### src/rtl/ecl_pkg.sv
// Shared definitions for the ECL-style OR/NOR bank: output mode encoding and
// the width of the per-channel glitch-filter counter.
package ecl_pkg;

   localparam int unsigned CNT_W = 4;

   typedef enum logic [1:0] {
      MODE_COMB   = 2'd0,
      MODE_REG    = 2'd1,
      MODE_HOLD   = 2'd2,
      MODE_FILTER = 2'd3
   } mode_e;

endpackage

### src/rtl/ecl_ornor_chan.sv
// One OR/NOR channel: holds the registered output bit and its FILTER-mode
// stability counter.
module ecl_ornor_chan
   import ecl_pkg::*;
#(
   parameter int unsigned FILTER = 2
) (
   input  logic  clk,
   input  logic  reset,
   input  logic  i_or,
   input  mode_e i_mode,
   output logic  o_q
);

   localparam logic [CNT_W-1:0] CNT_MAX = CNT_W'(FILTER - 1);

   logic             r_q;
   logic [CNT_W-1:0] r_cnt;
   logic             w_q_next;
   logic [CNT_W-1:0] w_cnt_next;

   // Counter clears in every mode except FILTER, so entering FILTER starts from zero.
   always_comb begin
      w_q_next   = r_q;
      w_cnt_next = '0;
      case (i_mode)
         MODE_COMB, MODE_REG: w_q_next = i_or;
         MODE_HOLD: w_q_next = r_q;
         MODE_FILTER: begin
            if (i_or != r_q) begin
               if (r_cnt == CNT_MAX) begin
                  w_q_next = i_or;
               end else begin
                  w_cnt_next = r_cnt + CNT_W'(1);
               end
            end
         end
         default: w_q_next = r_q;
      endcase
   end

   always_ff @(posedge clk) begin
      if (reset) begin
         r_q   <= 1'b0;
         r_cnt <= '0;
      end else begin
         r_q   <= w_q_next;
         r_cnt <= w_cnt_next;
      end
   end

   assign o_q = r_q;

endmodule

### src/rtl/ecl_ornor_bank.sv
// Bank of independent OR/NOR channels sharing a common input, with selectable
// combinational, registered, held or glitch-filtered output.
module ecl_ornor_bank
   import ecl_pkg::*;
#(
   parameter int unsigned CHANNELS = 4,
   parameter int unsigned FILTER   = 2
) (
   input  logic                clk,
   input  logic                reset,
   input  logic [CHANNELS-1:0] a,
   input  logic                common,
   input  logic [1:0]          mode,
   output logic [CHANNELS-1:0] q,
   output logic [CHANNELS-1:0] nq,
   output logic                changed
);

   mode_e               w_mode;
   logic [CHANNELS-1:0] w_or;
   logic [CHANNELS-1:0] w_q_r;
   logic [CHANNELS-1:0] r_q_prev;
   logic                r_changed;

   assign w_mode = mode_e'(mode);
   assign w_or   = a | {CHANNELS{common}};

   for (genvar i = 0; i < CHANNELS; i++) begin : g_chan
      ecl_ornor_chan #(
         .FILTER (FILTER)
      ) u_chan (
         .clk    (clk),
         .reset  (reset),
         .i_or   (w_or[i]),
         .i_mode (w_mode),
         .o_q    (w_q_r[i])
      );
   end

   // changed lags the q_r update by one cycle: compare q_r against its own past value.
   always_ff @(posedge clk) begin
      if (reset) begin
         r_q_prev  <= '0;
         r_changed <= 1'b0;
      end else begin
         r_q_prev  <= w_q_r;
         r_changed <= |(w_q_r ^ r_q_prev);
      end
   end

   assign q       = reset ? '0 : ((w_mode == MODE_COMB) ? w_or : w_q_r);
   assign nq      = ~q;
   assign changed = r_changed;

endmodule

### config.mk
export PLATFORM = sky130hd
export DESIGN_NAME = ecl_ornor_bank
export DESIGN_NICKNAME = d
export VERILOG_FILES = /design/src/rtl/ecl_pkg.sv /design/src/rtl/ecl_ornor_chan.sv /design/src/rtl/ecl_ornor_bank.sv
export SDC_FILE = /design/constraint.sdc
export NUM_CORES = 1
export LEC_CHECK = 0
export ABC_AREA = 1
export ABC_CLOCK_PERIOD_IN_PS = 910
export BUFFER_PORTS_ARGS = -buffer_cell sky130_fd_sc_hd__buf_2
export CORE_UTILIZATION = 49
export CTS_BUF_LIST = sky130_fd_sc_hd__clkbuf_16
export CTS_CLUSTER_SIZE = 25
export DETAILED_ROUTE_END_ITERATION = 10
export PLACE_DENSITY_LB_ADDON = 0.3
export SETUP_SLACK_MARGIN = 0.2
export SKIP_LAST_GASP = 1
export SLEW_MARGIN = 20
export SYNTH_ARGS = -nofsm -noshare
export SYNTH_HDL_FRONTEND = slang
export SYNTH_SLANG_ARGS = --single-unit
### constraint.sdc
create_clock -name clk -period 0.91 [get_ports clk]
set_input_delay 0.091 -clock clk [delete_from_list [all_inputs] [get_ports clk]]
set_output_delay 0.091 -clock clk [all_outputs]
set_load 0.05 [all_outputs]
# == Yosys cells after proc, flatten, opt, wreduce, memory -nomap -nowiden ==
# Index checks and enable logic that the tools add are counted.
# totals
register_bits,25
word_cells,67
out_inout_bits,9
inputBits,9
# classes
bitwise_logic,9
addsub,4
mux,14
reduce_logical,11
eq_ne,19
# op_table
operator,count
$reduce_or 4->1,5
$add 4x1->4 const B,4
$eq 4x1->1 const B,4
$ne 2x1->1 const B,8
$reduce_and 3->1,4
$mux 1,8
$mux 4,2
$pmux 1 s2,4
$not 1->1,6
$eq 2x2->1 const B,2
$ne 1x1->1,4
$not 4->4,1
$or 4x4->4,1
$xor 4x4->4,1
$eq 2x1->1 const B,1
$logic_not 2->1,1
$reduce_or 2->1,1

# == Logic depth before layout (Yosys ltp) ==
# logic_depth
ltp_word,4
depth_mapped,7
mapped_depth_nobuf,7

# == Hierarchy ==
# From an unflattened synthesis, not the netlist that was laid out.
# unflattened
hier_cells,174
hier_area_um2,1270.0
# modules_own_cells
mod,cells_each,instances,area_per_inst_um2,seq_area_each_um2
ecl_ornor_chan,30,4,230.2,100.1
ecl_ornor_bank,54,1,349.1,100.1

# == Worst setup path before layout ==
# OpenSTA, ideal clock, no wires.
# synth_timing
path_kind,input port to output port
from,in mode[1]
to,out q[0]
arrival_time_ns,1.672
cell_stages,5
required_ns,0.819
n_path_buf,1
path_slack_ns,-0.853
path_cell_list,buf_6 -> nor2_1 -> inv_2 -> o21ai_1 -> inv_1
# synth_via
elab_chain_cells,3
# synth_lines
item,line_no,source
"start, declared",ecl_ornor_bank.sv:13,"input logic [1:0] mode,"
$logic_not 2->1,ecl_ornor_bank.sv:51,assign q = reset ? '0 : ((w_mode == MODE_COMB) ? w_or : w_q_r);
$mux 4 (2 in series),ecl_ornor_bank.sv:51,
"end, declared",ecl_ornor_bank.sv:14,"output logic [CHANNELS-1:0] q,"
# Every way passes these cells.

# == Final worst setup path ==
# layout_timing
from,in mode[0]
to,out q[2]
# The elaborated chain is that of the path after synthesis.

==> impl_metrics.py <==
metrics = {
    "outcome": {
        "status": "finished with violations",
        "violations": "negative setup slack",
    },
    "worst_setup_path": {
        "critPathLaunchType": "primary input",
        "cp-end-kind": "primary output",
        "crit_required_ps": 820,
        "setup.worst_path.class": "primary input to primary output",
        "critPathMaxFanout": 6,
        "critPathMaxStageDelay_ps": 190,
        "r2r_slack_ps": -220,
        "r2r_cells": 5,
        "path_cells": "buf_2 -> nor2_4 -> inv_4 -> buf_4 -> o21ai_4 -> clkinvlp_4 -> buf_8",
        "worstReg2RegStart": "g_chan[3].u_chan.r_cnt[1]",
        "timing.rr.end": "g_chan[3].u_chan.r_cnt[0]",
        "cpMaxStageDelayCell": "nor2_4",
        "crit_arrival_ps": 1160,
    },
    "sta": {
        "relSlewSlack": 0.797,
        "rsz0062_at_grt": "yes",
        "fin_hold_ws_ps": 241,
        "period_minus_slack_ps": 1250,
        "postLayoutSetupSlackWorst_ps": -340,
        "finClkSkew_ps": 7.04,
        "slew_viol_final": 0,
        "setup_viol": 30,
        "final_hold_viol_count": 0,
        "fin_crit_sh": 1.37,
        "fmax_mhz": 800,
        "worstMarginPinSlew_ps": 305,
    },
    "synthesis": {
        "ys_seq_area_frac": 0.437,
        "yosys_warnings": 0,
        "avgSynthCellArea_um2": 7.64,
        "synth_area_leaders": "dfxtp_1, nor2_1, ha_1",
        "syn_inst": 150,
        "yosys.cell_count.top_type": "nor2_1",
        "synth-main-ff-cell": "dfxtp_1",
        "synth-seq-cells": 25,
        "syn-cell-area_um2": 1150,
        "ys_async_sr_fraction": 0,
        "synth_fp_nets": 167,
        "yosysTopAreaCellShare": 0.437,
        "synth_common_cells": "nor2_1, dfxtp_1, nand2_1",
        "yosysTopAreaCell": "dfxtp_1",
        "synth_edf_count": 0,
        "yosysUniqueCellTypes": 16,
    },
    "routing": {
        "wirelength_mm": 4.53,
        "ant_nets": 0,
        "vias": 1293,
        "vias_per_cell": 5.72,
        "drcViolationCount": 0,
        "drt_iter0_drc": 49,
        "drt_first_pass_iters": 4,
        "wire_per_inst_um": 20.0,
    },
    "cts": {
        "clk_pin_slew_worst_paths_ps": 60,
        "cts_buffers": 3,
        "clk_latency_ps": 260,
        "cts_hold_buf": 0,
        "htreeDepth": 1,
        "cts_tree": "built",
        "max-clock-path-buffers": 2,
        "cts_num_sinks": 25,
        "cts_root_buf": "clkbuf_16",
    },
    "final_layout": {
        "area_growth_pct": 70.2,
        "nets": 216,
        "fillCellCount": 90,
        "post-route-util": 0.882,
        "diodes": 0,
        "seq_area_um2": 527,
        "drive_above_1_share": 0.581,
        "multi_input_area_um2": 827,
    },
    "floorplan": {
        "coreArea_um2": 2210,
        "dieArea_um2": 2540,
        "die-width_um": 50.4,
        "start_util": 0.518,
        "rows": 17,
        "die_y_um": 50.4,
        "pin_count": 18,
    },
    "grt": {
        "met2_usage": 0.616,
        "gr-max-usage-layer": "met2",
        "met1_usage": 0.291,
        "grt_max_degree": 15,
        "overflow": 0,
        "grt_usage": 0.313,
        "antenna_found_initial": 0,
        "grt.met3_usage": 0.0788,
        "grt_first_pass_wirelength_mm": 5.76,
        "first_global_vias": 1264,
    },
    "placement": {
        "place.gp.congestion": 0.821,
        "portBuffers": 17,
        "dp_hpwl_mm": 1.95,
        "dpl_worst_slack_ps": -248,
    },
    "pwr": {
        "power.switching_mw": 0.854,
        "p_per_area_nw_per_um2": 1480,
        "p_clk_frac": 0.337,
        "ir_drop_mv": 1.62,
        "pwr-share-comb": 0.256,
        "p_leak_nw": 0.790,
        "p_sw_frac": 0.295,
        "p_seq_frac": 0.407,
        "p_int_mw": 2.04,
    },
    "worst_hold_path": {
        "min_path_type": "primary input to flip-flop",
        "min_path_cells": 2,
        "min_from": "reset",
        "hold_end": "r_q_prev[2]",
    },
    "job": {
        "maxCapViolCount": 0,
    },
}
[worst max path at each step]
stage / from / cells after the start / end / slack [ps]
final: mode[0] / 7 / q[2] / -340
after global routing: mode[0] / 7 / q[2] / -360
after CTS: g_chan[3].u_chan.o_q / 5 / q[3] / -270
after detailed placement: mode[0] / 7 / q[3] / -250
after global placement: mode[0] / 7 / q[3] / -220
after floorplan: mode[1] / 5 / q[3] / -310
[cells in the final DEF, fill, tap and decap left out, types with 3 or more instances in the layout]
| master | count |
|---|---|
| dfxtp_1 | 12 |
| xor2_1 | 4 |
| nor2_1 | 29 |
| buf_8 | 6 |
| dfxtp_4 | 4 |
| nor2_4 | 3 |
| nand4_1 | 4 |
| clkbuf_16 | 3 |
| nor2_2 | 7 |
| a21oi_4 | 3 |
| clkinvlp_4 | 3 |
| nand3_2 | 5 |
| dfxtp_2 | 9 |
| o21ai_4 | 4 |
| xnor2_1 | 6 |
| buf_4 | 23 |
| ha_4 | 5 |
| nand2_2 | 8 |
| nand3_1 | 5 |
| inv_1 | 4 |
| inv_2 | 9 |
| ha_1 | 3 |
| buf_2 | 8 |
| buf_6 | 9 |
| nand2_1 | 14 |
[registers in the layout, indices dropped and copies added (netlist names)]
name,count
changed,1
g_chan.u_chan.o_q,4
g_chan.u_chan.r_cnt,16
r_q_prev,4
[stage by stage]
step | power (mW) | TNS (ps) | cells | area [um2]
6_report | 2.89 | -4970 | 226 | 1950
5_1_grt | 2.96 | -6320 | 226 | 1950
2_1_floorplan | 1.50 | -1200 | 150 | 1260
3_3_place_gp | 1.65 | -3350 | 213 | 1510
4_1_cts | 2.76 | -2890 | 224 | 1840
3_5_place_dp | 1.66 | -4370 | 213 | 1510
[final cells by class]
class	instances	area share
clock buffer	3	0.0385
inverter	17	0.0398
timing repair buffer	46	0.207
multi-input combinational	106	0.424
sequential	25	0.270
tap	28	0.0180
clock inverter	1	0.00257
[layer usage]
metal	share of wire	wire length [um]
met1	0.36	1630
met2	0.51	2320
met3	0.068	307
met4	0.059	265
met5	0	0
[power groups by stage]
stage,logic (mW),registers (mW),clock network [mW]
finish,0.740,1.18,0.976
detailed placement,0.481,1.18,0
global placement,0.466,1.18,0
global route,0.764,1.18,1.02
floorplan,0.291,1.21,0
CTS,0.615,1.16,0.986
[worst max-delay path: cells and delay by family]
kind | cells | cell delay [ps]
AND/OR/NAND/NOR | 1 | 190
buffers and inverters | 5 | 690
AO/OA/AOI/OAI | 1 | 180
[kinds of logic after synthesis]
family	after synthesis	share of synthesized area
adders and majority gates	8	0.0873
and+or+nand+nor	76	0.271
AOI/OAI and AO/OA	10	0.0437
buffers and inverters	19	0.0699
xor gates and xnor gates	12	0.0917
DFF	25	0.437
[what timing repair did]
item                       4_1_cts  5_1_grt
setup endpoints to repair       30       32
hold endpoints to repair         0        0
pin swaps                       17       18
resized for setup               57       25
setup buffers                    7        2
(Power assumes the default switching activity.)
